File: src/rtl/logic_unit_arbiter.sv
// Four-requester round-robin arbiter in front of one shared bitwise logic unit (NOR/AND/OR/XOR).
// Define LOGIC_ARB_PRIO_EN to give requester 0 absolute priority over round-robin requesters 1-3.
module logic_unit_arbiter #(
   parameter int WIDTH = 32
) (
   input  logic               clk,
   input  logic               rst_n,
   input  logic [3:0]         req,
   input  logic [7:0]         op,
   input  logic [4*WIDTH-1:0] a_in,
   input  logic [4*WIDTH-1:0] b_in,
   output logic [3:0]         gnt,
   output logic               res_valid,
   input  logic               res_ready,
   output logic [1:0]         res_id,
   output logic [WIDTH-1:0]   res,
   output logic               busy
);

   typedef enum logic [1:0] {IDLE, CAPT, RESP} state_t;

   state_t           state_reg, state_next;
   logic [1:0]       last_reg;
   logic [1:0]       winner;
   logic             found;
   logic [1:0]       op_arr [4];
   logic [WIDTH-1:0] a_arr  [4];
   logic [WIDTH-1:0] b_arr  [4];
   logic [1:0]       op_reg;
   logic [WIDTH-1:0] a_reg, b_reg;
   logic [1:0]       id_reg;
   logic [WIDTH-1:0] unit_out;
   logic [WIDTH-1:0] res_reg;
   logic [1:0]       res_id_reg;
   logic             res_valid_reg;

   genvar gi;
   generate
      for (gi = 0; gi < 4; gi++) begin : g_slice
         assign op_arr[gi] = op[2*gi +: 2];
         assign a_arr[gi]  = a_in[gi*WIDTH +: WIDTH];
         assign b_arr[gi]  = b_in[gi*WIDTH +: WIDTH];
      end
   endgenerate

`ifdef LOGIC_ARB_PRIO_EN
   // last_reg only ever tracks requesters 1-3 here, so the rotation stays within that group.
   always_comb begin
      int cand;
      winner = 2'd0;
      found  = 1'b0;
      cand   = 0;
      if (req[0]) begin
         found = 1'b1;
      end else begin
         for (int k = 1; k <= 3; k++) begin
            cand = ((int'(last_reg) - 1 + k) % 3) + 1;
            if (!found && req[2'(cand)]) begin
               winner = 2'(cand);
               found  = 1'b1;
            end
         end
      end
   end
`else
   always_comb begin
      logic [1:0] idx;
      winner = 2'd0;
      found  = 1'b0;
      idx    = 2'd0;
      for (int k = 1; k <= 4; k++) begin
         idx = last_reg + 2'(k);
         if (!found && req[idx]) begin
            winner = idx;
            found  = 1'b1;
         end
      end
   end
`endif

   always_ff @(posedge clk or negedge rst_n) begin
      if (!rst_n) state_reg <= IDLE;
      else        state_reg <= state_next;
   end

   always_comb begin
      state_next = state_reg;
      case (state_reg)
         IDLE:    if (found) state_next = CAPT;
         CAPT:    state_next = RESP;
         RESP:    if (res_valid_reg && res_ready) state_next = IDLE;
         default: state_next = IDLE;
      endcase
   end

   // Grant is combinational in the arbitration cycle; masking with rst_n keeps it low during reset.
   always_comb begin
      gnt  = 4'b0000;
      busy = (state_reg != IDLE);
      if (state_reg == IDLE && found && rst_n) gnt[winner] = 1'b1;
   end

   always_comb begin
      case (op_reg)
         2'b00:   unit_out = ~(a_reg | b_reg);
         2'b01:   unit_out = a_reg & b_reg;
         2'b10:   unit_out = a_reg | b_reg;
         default: unit_out = a_reg ^ b_reg;
      endcase
   end

   always_ff @(posedge clk or negedge rst_n) begin
      if (!rst_n) begin
         last_reg      <= 2'd3;
         op_reg        <= 2'd0;
         a_reg         <= '0;
         b_reg         <= '0;
         id_reg        <= 2'd0;
         res_reg       <= '0;
         res_id_reg    <= 2'd0;
         res_valid_reg <= 1'b0;
      end else begin
         case (state_reg)
            IDLE: begin
               if (found) begin
                  op_reg <= op_arr[winner];
                  a_reg  <= a_arr[winner];
                  b_reg  <= b_arr[winner];
                  id_reg <= winner;
`ifdef LOGIC_ARB_PRIO_EN
                  if (winner != 2'd0) last_reg <= winner;
`else
                  last_reg <= winner;
`endif
               end
            end
            CAPT: begin
               res_reg       <= unit_out;
               res_id_reg    <= id_reg;
               res_valid_reg <= 1'b1;
            end
            RESP: begin
               if (res_valid_reg && res_ready) res_valid_reg <= 1'b0;
            end
            default: ;
         endcase
      end
   end

   assign res       = res_reg;
   assign res_id    = res_id_reg;
   assign res_valid = res_valid_reg;

endmodule

File: config.mk
export PLATFORM = sky130hd
export DESIGN_NAME = logic_unit_arbiter
export DESIGN_NICKNAME = d
export VERILOG_FILES = /design/src/rtl/logic_unit_arbiter.sv
export SDC_FILE = /design/constraint.sdc
export NUM_CORES = 1
export LEC_CHECK = 0
export ABC_AREA = 1
export BUFFER_PORTS_ARGS = -buffer_cell sky130_fd_sc_hd__buf_4
export CELL_PAD_IN_SITES_DETAIL_PLACEMENT = 1
export CELL_PAD_IN_SITES_GLOBAL_PLACEMENT = 2
export CORE_AREA = 5 5 190 192
export CTS_BUF_LIST = sky130_fd_sc_hd__clkbuf_8
export CTS_CLUSTER_DIAMETER = 40
export DETAILED_ROUTE_END_ITERATION = 8
export DIE_AREA = 0 0 195 197
export PLACE_DENSITY = 0.93
export SYNTH_ARGS = -nofsm -noshare
export SYNTH_HDL_FRONTEND = slang
export SYNTH_SLANG_ARGS = --single-unit
File: constraint.sdc
create_clock -name clk -period 2.8 [get_ports clk]
set_input_delay 0.28 -clock clk [delete_from_list [all_inputs] [get_ports clk]]
set_output_delay 0.28 -clock clk [all_outputs]
set_load 0.005 [all_outputs]
## Word level (Yosys, flattened, before mapping)

Cells that the tools add are included.

| operators by class | value |
|---|---|
| bitwise logic cells | 5 |
| eq/ne operators | 6 |
| reduce and logical (&&, ||, !) cells | 17 |
| mux-type cells | 34 |
| add/subtract/negate cells | 3 |
| order comparisons | 7 |

Operator list:

| cell | number |
|---|---|
| 32-bit binary-select mux with 2-bit select | 2 |
| 32-bit 2-to-1 mux | 4 |
| 32-bit one-hot mux with 3 select lines | 1 |
| 32-bit bitwise AND | 1 |
| 32-bit NOT | 1 |
| 32-bit OR | 1 |
| 32-bit bitwise XOR | 1 |
| 2-bit 2-to-1 mux | 8 |
| 2-bit by 3-bit less-than comparator with 1-bit output (second input constant) | 5 |
| 1-bit 2-to-1 mux | 10 |
| 1-bit binary-select mux with 2-bit select | 4 |
| 1-bit logical AND | 7 |
| 2-bit one-hot mux with 3 select lines | 1 |
| 2-bit AND reduction | 3 |
| 2-bit adder (second input constant) | 2 |
| 2-bit binary-select mux with 2-bit select | 1 |
| 2-bit by 1-bit equality test with 1-bit output (second input constant) | 2 |
| 2-bit equality test (second input constant) | 2 |
| 2-bit zero test | 2 |
| 4-bit 2-to-1 mux | 1 |
| 2-bit != test (second input constant) | 2 |
| 2-bit nonzero test | 2 |
| 3-bit >= comparator (second input constant) | 1 |
| 1-bit zero test | 3 |
| 5 further kinds | 5 |

| word-level totals | value |
|---|---|
| word-level logic and storage cells | 81 |
| register bits | 107 |

## Longest topological paths before layout

Gate-level depths: netlist of the first run.

| logic depth | value |
|---|---|
| depth after elaboration | 18 |
| depth in mapped cells | 18 |
| depth with buffers taken out | 15 |

## Worst setup path before layout of the first run

Ideal clock, no wire load.

| timing | value |
|---|---|
| kind | reg2out |
| start | reg last_reg[0] |
| end | out gnt[0] |
| cell stages (with the launch flop) | 13 |
| slack | 0.668 ns |
| arrival time | 1.852 ns |
| cells stage by stage | dfstp_2 buf_4 nand2_1 nand2_1 nand2_1 nand2_2 nor2_4 and3_1 nor2_2 inv_2 buf_2 buf_6 nor3_1 |

| between the ends | value |
|---|---|
| cells in the longest elaborated chain, start to end | 18 |

Ends and longest elaborated chain:

| what | RTL line | source |
|---|---|---|
| from (decl) | 23 | `logic [1:0] last_reg;` |
| from (signal assigned) | 133 | `last_reg <= winner;` |
| 2-bit by 1-bit adder with 2-bit output | 72 | `idx = last_reg + 2'(k);` |
| 1-bit binary-select mux with 2-bit select | 73 | `if (!found && req[idx]) begin` |
| 1-bit 2-to-1 mux (not written as such) | 73 |  |
| 1-bit 2-to-1 mux | 73 |  |
| 1-bit zero test | 73 |  |
| 1-bit logical AND | 73 |  |
| 1-bit 2-to-1 mux | 73 |  |
| 1-bit zero test | 73 |  |
| [2 not listed] | - |  |
| 1-bit zero test | 73 |  |
| 1-bit logical AND | 73 |  |
| 2-bit 2-to-1 mux | 73 |  |
| 2-bit by 3-bit less-than comparator with 1-bit output (not written as such) / 2-bit by 1-bit >= comparator with 1-bit output (equally long branches) | 100 | `if (state_reg == IDLE && found && rst_n) gnt[winner] = 1'b1;` |
| 1-bit logical AND (not written as such) | 100 |  |
| 1-bit 2-to-1 mux (not written as such) | 100 |  |
| 1-bit demux with 2-bit select | 100 |  |
| 4-bit 2-to-1 mux * | 100 |  |
| to (decl) | 12 | `output logic [3:0] gnt,` |

Mark *: on every way between the ends. The rest lies on a longest branch, timed or not. The select of a mux whose other input is x is not followed.

## Final worst setup path of the first run

| timing | value |
|---|---|
| start | reg last_reg[0] |
| end | out gnt[1] |

Same word-level chain as after synthesis.

==> flow_summary.toml, run 1 <==
[clocking]
tritoncts = "built"
cts-hold-fix-buffers = 0
htreeDepth = 3
path_clk_slew_ns = 0.11
clock-root-buffer = "clkbuf_8"
cts_inserted_buffers = 9
clock_latency_ns = 0.40
cts.path.max_buffers = 2
clock_sinks = 107

[route]
wire_per_inst_um = 18.5
vias_per_cell = 4.87
drt_wl_total_mm = 39.8
ant_nets = 0
dr.pass1.iters = 5
drt_iter0_markers = 622
num_vias = 10500
remaining_drc_errors = 0

[power]
vdd_drop_max_v = 0.00123
switchingPower_mw = 10.4
power_frac_comb_pct = 76.9
p_sw_share_pct = 58.2
intPower_mw = 7.50
p_leak_nw = 6.84
powerDensity_nw_per_um2 = 1480
seqPwrFrac_pct = 16.9
clockPowerShare_pct = 6.1

[synth]
synth_ff_type = "dfrtp_1"
ys_seq_area_share_pct = 29.5
synth-edff-count = 0
async_flop_share_pct = 100
netlist_area_um2 = 9100
synth.distinct_cells = 26
synth.avg_cell_area_um2 = 6.25
syn_inst = 1455
ys_ff_latch = 107
yosys_warnings = 0
synth_fp_nets = 1790

[worst_setup_path]
crit_chain = "buf_12, nand2_1, nand2_2, nand2_1, nand2_2, inv_1, and3_4, nor2_4, inv_4, buf_12, nor3_2, buf_4"
critical_path_class = "reg -> out"
worstPathArrival_ns = 2.41
path_max_fanout = 22
worst_path_max_delay_cell = "dfstp_2"
cp-end-kind = "output port"
crit_path_start_kind = "register"
cp_top_family = "simple AND/OR/NAND/NOR gates"
r2r_slack_ns = 0.32
rr_startpoint = "last_reg[0]$_DFFE_PN1P_"
cpPeakStageDelay_ns = 0.59
rr_worst_depth = 16
critPathBufInv = 5
r2r_end = "a_reg[13]$_DFFE_PN0P_"
cp.required_ns = 2.52

[floorplanning]
fp.dieH_um = 197
die_w_um = 195
initial_utilization_pct = 26.6
core_area_um2 = 34200
die_area_um2 = 38400
fp-row-count = 68
num_io_pins = 311

[grt]
grt_start_max_net_pins = 108
grt-ovfl-total = 0
track_usage_pct = 19.7
grt_pass1_wl_mm = 61.1
first_global_vias = 10900
antenna_found_initial = 4

[place]
dp_slack_ns = 0.250
hpwl_mm = 30.1
place.gp.congestion = 0.847
port_buffers = 310

[min_path]
hold_class = "in -> async"

[sta]
max_freq_ghz = 0.372
slew_headroom_pct = 30.7
rsz0062_at_grt = "no"
finalWorstPathRequiredPeriod_ns = 2.69
slew_viol_final = 0
final_hold_viol_count = 0
fin_skew_ns = 0.0179
fin_setup_tns_ns = 0
timing.final.crit_share_pct = 96.1
worstMarginPinSlew_ns = 1.04
setup_viol = 0
worst_slack_ns = 0.110

[status]
status = "finished, final reports clean"

[finish]
synthToLayoutAreaGrowth_pct = 33.5
fin_nets = 2028
drive_above_1_share_pct = 22.7
nFillCells = 4463

[job]
drv_cap = 0
synthesized netlist by cell type, drive strengths merged (4+ instances only):
master  number  share of area, %
buf         55               3.6
o211ai      32               2.6
clkbuf      59               2.4
nor3         4              0.22
a31oi       33               2.3
dfrtp      105                29
ha          64               8.8
nand2      768                32
inv        112               4.6
nand4      132               9.1
nand3       40               2.4
o21ai       38               2.1
nor2         6              0.36
layer usage:
| layer | vias to the layer above | wire length (µm) | track usage, % |
|---|---|---|---|
| li1 | 5157 | - | - |
| met1 | 5007 | 18800 | 27.4 |
| met2 | 263 | 18400 | 32.1 |
| met3 | 46 | 1730 | 3.25 |
| met4 | 6 | 846 | 5.07 |
| met5 | - | 54 | 0 |
worst max-delay path by stage:
stage / start / to / slack [ns] / cells past startpoint
3_3_place_gp: last_reg[0]$_DFFE_PN1P_ / gnt[3] / 0.30 / 12
2_1_floorplan: last_reg[0]$_DFFE_PN1P_ / gnt[0] / 0.67 / 12
4_1_cts: last_reg[1]$_DFFE_PN1P_ / gnt[1] / 0.009 / 12
3_5_place_dp: last_reg[0]$_DFFE_PN1P_ / gnt[3] / 0.25 / 12
6_report: last_reg[0]$_DFFE_PN1P_ / gnt[1] / 0.11 / 12
5_1_grt: last_reg[0]$_DFFE_PN1P_ / gnt[3] / 0.0003 / 12
per-stage QoR:
stage / hold slack, ns / power, mW / utilization [%] / cell area [µm²] / std cells
2_1_floorplan: -0.0156 / 12.1 / - / 9100 / 1455
4_1_cts: 0.0459 / 17.7 / 35.1 / 12000 / 2146
3_3_place_gp: 0.468 / 16.1 / 34.4 / 11800 / 2129
3_5_place_dp: 0.478 / 16.5 / 34.4 / 11800 / 2129
5_1_grt: 0.0575 / 19.9 / 35.5 / 12200 / 2153
6_report: 0.0128 / 17.9 / 35.5 / 12200 / 2153
cells by family (layout without fill, tap and decap cells):
family	after synthesis	in the layout	share of synthesized area (%)
other	0	1	0
flip-flops	107	107	29.5
adder cells (fa/ha/maj)	64	64	8.80
AO/OA/AOI/OAI	106	106	7.16
AND/OR/NAND/NOR	952	952	43.9
buffers and inverters	226	468	10.7
layout by cell type (no fill, tap or decap), drive strengths merged:
cell type,synthesis,layout
ha,64,64
or2,1,1
nand3,40,40
o21ai,38,38
clkbuf,59,12
a21oi,3,3
and3,1,1
bufinv,0,2
clkinvlp,0,1
o211ai,32,32
dfstp,2,2
clkinv,0,2
inv,112,112
nor2,6,6
diode,0,1
dfrtp,105,105
a31oi,33,33
nand4,132,132
buf,55,339
nand2,768,768
nor3,4,4
power by group through the flow:
stage          logic (mW)  clock network (mW)  registers [mW]
4_1_cts              13.6                1.13            3.04
2_1_floorplan        9.36                   0            2.76
3_5_place_dp         13.4                   0            3.09
5_1_grt              15.6                1.19            3.13
6_report             13.8                1.10            3.04
3_3_place_gp         13.1                   0            3.04
cell type report:
class                   instances  area, µm²  share of cell area, %
multi-input cells            1122       5520                   45.5
repair buffers                341       2730                   22.5
flip-flops and latches        107       2680                   22.1
well taps                     455        569                   4.69
inverters                     112        425                   3.50
clock buffers                  10        138                   1.13
clock inverters                 5       77.6                  0.638
diodes                          1       2.50                 0.0206
timing repair:
item                       4_1_cts  5_1_grt
gates cloned                     0        2
resized for setup                3       10
hold endpoints to repair         0        0
setup endpoints to repair        3        4
pin swaps                        0        1
buffers inserted                 2        4
(Power assumes the default switching activity.)
==> inputs of run 2 (changes only) <==
Settings changed: REMOVE_ABC_BUFFERS set to 1.
==> flow_summary.toml, run 2 (synthesis gave the netlist of run 1 again) <==
[route]
ant_nets = 0
remaining_drc_errors = 0
vias_per_cell = 4.76
drt_iter0_markers = 327
num_vias = 10200
dr.pass1.iters = 4
wire_per_inst_um = 16.2
drt_wl_total_mm = 34.7

[worst_setup_path]
crit_path_start_kind = "register"
worstPathArrival_ns = 2.40
cp-end-kind = "output port"
cp.required_ns = 2.52
critical_path_class = "reg -> out"
r2r_slack_ns = 0.21
path_max_fanout = 9
rr_worst_depth = 15
rr_startpoint = "last_reg[0]$_DFFE_PN1P_"
r2r_end = "op_reg[0]$_DFFE_PN0P_"

[floorplanning]
core_area_um2 = 34200
num_io_pins = 311
initial_utilization_pct = 26.6
fp.dieH_um = 197
die_w_um = 195
die_area_um2 = 38400
fp-row-count = 68

[sta]
finalWorstPathRequiredPeriod_ns = 2.68
slew_headroom_pct = 31.3
timing.final.crit_share_pct = 95.6
worst_hold_slack_ns = 0.0457
fin_skew_ns = 0.0185
setup_viol = 0
max_freq_ghz = 0.374
worstMarginPinSlew_ns = 1.03
rsz0062_at_grt = "yes"
worst_slack_ns = 0.124
final_hold_viol_count = 0
slew_viol_final = 0

[finish]
nFillCells = 4445
layout_common_cells = "nand2_1 (763), buf_4 (329), nand4_1 (132)"
synthToLayoutAreaGrowth_pct = 31.4
fin_nets = 2021
diodes = 0
drive_above_1_share_pct = 21.9
final_common_cell = "nand2_1"

[grt]
grt_start_max_net_pins = 133
antenna_found_initial = 0
grt-ovfl-total = 0
grt_pass1_wl_mm = 56.5
track_usage_pct = 17.6
first_global_vias = 10900

[power]
total_power_mw = 16.7
p_leak_nw = 6.76
vdd_drop_max_v = 0.00113
powerDensity_nw_per_um2 = 1400

[min_path]
hold_class = "in -> async"

[place]
port_buffers = 310
place.gp.congestion = 0.785
hpwl_mm = 24.2
dp_slack_ns = 0.241

[clocking]
cts.path.max_buffers = 2
htreeDepth = 3
clock_latency_ns = 0.39
cts_inserted_buffers = 9
clock-root-buffer = "clkbuf_8"
tritoncts = "built"
clock_sinks = 107
path_clk_slew_ns = 0.12
cts-hold-fix-buffers = 0

[status]
status = "finished, final reports clean"

[job]
drv_cap = 0
run 2: metrics by stage:
stage	TNS, ns	instances	util (%)	cell area [µm²]
2_1_floorplan	-222.39	1341	-	8550
3_3_place_gp	0	2129	34.3	11700
3_5_place_dp	0	2129	34.3	11700
4_1_cts	0	2146	34.9	11900
5_1_grt	-0.0782	2146	35.0	12000
6_report	0	2146	35.0	12000
run 2: power breakdown:
part,switching [mW],leakage (nW),internal [mW],total (mW)
logic,8.47,5.31,4.33,12.8
clock network,0.580,0.101,0.432,1.01
registers,0.571,1.34,2.33,2.90
run 2: worst max-delay path, stage by stage (launching register included):
cell and delay, ns:
dfstp_2 0.68, inv_4 0.09, nand2_1 0.07, nand2_1 0.09
nand2_1 0.10, nand2_2 0.08, nor2_4 0.13, nand3_4 0.14
nand3_4 0.11, inv_1 0.07, nor3_1 0.27, buf_4 0.17
run 2: cell type report:
| class | instances | area [µm²] | area share [%] |
|---|---|---|---|
| clock buffer | 10 | 138 | 1.15 |
| clock inverter | 6 | 57.6 | 0.481 |
| inverter | 112 | 424 | 3.55 |
| multi-input combinational | 1122 | 5500 | 46.0 |
| sequential | 107 | 2690 | 22.5 |
| tap | 455 | 569 | 4.76 |
| timing repair buffer | 334 | 2580 | 21.6 |
run 2: what timing repair did:
action                                  4_1_cts  5_1_grt
gates resized for setup                       0        2
buffers inserted                              1        0
pin swaps                                     1        0
endpoints found under the setup margin        4        6
run 2: worst max path at each step:
stage / startpoint / endpoint / slack [ns] / cells after the start
2_1_floorplan: last_reg[0]$_DFFE_PN1P_ / gnt[0] / -3.17 / 11
3_3_place_gp: last_reg[0]$_DFFE_PN1P_ / a_reg[22]$_DFFE_PN0P_ / 0.31 / 15
3_5_place_dp: last_reg[0]$_DFFE_PN1P_ / a_reg[13]$_DFFE_PN0P_ / 0.24 / 15
4_1_cts: last_reg[0]$_DFFE_PN1P_ / gnt[0] / 0.12 / 11
5_1_grt: last_reg[0]$_DFFE_PN1P_ / gnt[2] / -0.02 / 11
6_report: last_reg[0]$_DFFE_PN1P_ / gnt[0] / 0.12 / 11
run 2: layer usage:
metal / track usage, % / part of all wire, % / up-vias
li1: - / - / 5132
met1: 22.4 / 45 / 4842
met2: 31.4 / 49 / 221
met3: 3.45 / 4.9 / 30
met4: 3.47 / 1.3 / 0
met5: 0 / 0 / -
==> inputs of run 3 (changes only) <==
Settings changed: BUFFER_PORTS_ARGS -buffer_cell sky130_fd_sc_hd__buf_4 to -buffer_cell sky130_fd_sc_hd__buf_2.
==> flow_summary.toml, run 3 (synthesis gave the netlist of run 1 again) <==
[place]
hpwl_mm = 23.3
place.gp.congestion = 0.781
port_buffers = 310

[sta]
finalWorstPathRequiredPeriod_ns = 2.66
setup_viol = 0
worst_hold_slack_ns = 0.0844
slew_headroom_pct = 40.4
max_freq_ghz = 0.376
timing.final.crit_share_pct = 95.0
fin_skew_ns = 0.0187
final_hold_viol_count = 0
rsz0062_at_grt = "yes"
fin_setup_tns_ns = 0
slew_viol_final = 0
worstMarginPinSlew_ns = 0.894

[route]
dr.pass1.iters = 4
num_vias = 10300
wire_per_inst_um = 15.6
vias_per_cell = 4.80
drt_wl_total_mm = 33.6
remaining_drc_errors = 0
ant_nets = 0
drt_iter0_markers = 452

[min_path]
hold_class = "in -> reg"
hold_depth = 2

[clocking]
cts_inserted_buffers = 9
path_clk_slew_ns = 0.12
clock_sinks = 107
clock-root-buffer = "clkbuf_8"
cts.path.max_buffers = 2
clock_latency_ns = 0.39
tritoncts = "built"
htreeDepth = 3

[power]
switchingPower_mw = 9.64
powerDensity_nw_per_um2 = 1480
vdd_drop_max_v = 0.00100
total_power_mw = 16.9
p_sw_share_pct = 57.2
power_frac_comb_pct = 77.1
p_leak_nw = 6.62
clockPowerShare_pct = 5.9
intPower_mw = 7.21
seqPwrFrac_pct = 16.9

[worst_setup_path]
path_common_cell = "nand2_1"
worst-path-stages = 12
cp.required_ns = 2.52
rr_worst_depth = 17
critical_path_class = "reg -> out"
cpPeakStageDelay_ns = 0.63
critPathBufInv = 4
crit_path_start_kind = "register"
cp_top_family = "simple AND/OR/NAND/NOR gates"
worstPathArrival_ns = 2.38
path_max_fanout = 9
cp-end-kind = "output port"
worst_path_max_delay_cell = "dfstp_2"
crit_chain = "inv_4, nand2_1, nand2_1, nand2_1, nand2_2, nor2_4, nand3_4, buf_12, nand3_4, inv_2, nor3_2, buf_2"
r2r_slack_ns = 0.20

[grt]
grt-ovfl-total = 0
track_usage_pct = 16.8
antenna_found_initial = 2
use_met2_pct = 29.5
use_met3_pct = 3.11
top_usage_layer = "met2"
grt_pass1_wl_mm = 54.4
grt_use_met1_pct = 21.8
first_global_vias = 10800
grt_start_max_net_pins = 71

[floorplanning]
num_io_pins = 311
die_area_um2 = 38400
core_area_um2 = 34200
fp-row-count = 68
fp.dieH_um = 197
die_w_um = 195
initial_utilization_pct = 26.6

[job]
drv_cap = 0

[finish]
fin_nets = 2030
drive_above_1_share_pct = 22.6
synthToLayoutAreaGrowth_pct = 25.5
layout_common_cells = "nand2_1 (762), buf_2 (309), nand4_1 (132)"
diodes = 0
nFillCells = 4578
final_common_cell = "nand2_1"

[status]
status = "finished, final reports clean"
[run 3: path summary, 6_finish.rpt]
check | endpoint | from
max in group asynchronous | op_reg[0]$_DFFE_PN0P_ | rst_n
max reg2reg | a_reg[8]$_DFFE_PN0P_ | last_reg[0]$_DFFE_PN1P_
min reg2reg | res[11]$_DFFE_PN0P_ | res[11]$_DFFE_PN0P_
min in group asynchronous | b_reg[6]$_DFFE_PN0P_ | rst_n
max | gnt[0] | last_reg[0]$_DFFE_PN1P_
min | res_valid$_DFFE_PN0P_ | res_ready
[run 3: repair_timing]
item	4_1_cts	5_1_grt
gates resized for setup	2	6
hold buffers	1	0
setup endpoints to repair	4	4
setup buffers	4	6
pin swaps	1	3
cloned	1	1
endpoints found under the hold margin	44	0
[run 3: metal layers]
| layer | vias up | wire length, µm |
|---|---|---|
| li1 | 5155 | - |
| met2 | 243 | 16400 |
| met3 | 28 | 1790 |
| met1 | 4911 | 15100 |
| met4 | 4 | 384 |
| met5 | - | 19 |
[run 3: final cells by class]
cell class	count	area (µm²)	area share, %
Multi-Input combinational cell	1122	5520	48.4
Sequential cell	107	2690	23.5
Timing Repair Buffer	343	2020	17.7
Tap cell	455	569	4.99
Inverter	112	424	3.71
Clock buffer	12	165	1.45
Clock inverter	4	32.5	0.285
[run 3: stage by stage]
stage / cells / instance area [µm²] / util, % / setup slack (ns)
after CTS: 2148 / 11300 / 33.1 / 0.0102
after floorplan: 1341 / 8550 / - / -3.17
after detailed placement: 2126 / 11000 / 32.2 / 0.294
after global routing: 2155 / 11400 / 33.4 / -0.0221
final: 2155 / 11400 / 33.4 / 0.140
after global placement: 2126 / 11000 / 32.2 / 0.399
[run 3: power groups by stage]
stage / registers, mW / clock network (mW) / logic [mW]
floorplan: 2.88 / 0 / 7.78
detailed placement: 2.90 / 0 / 12.7
global placement: 2.85 / 0 / 12.3
finish: 2.85 / 0.999 / 13.0
global route: 2.95 / 1.12 / 15.0
CTS: 2.86 / 1.06 / 12.9
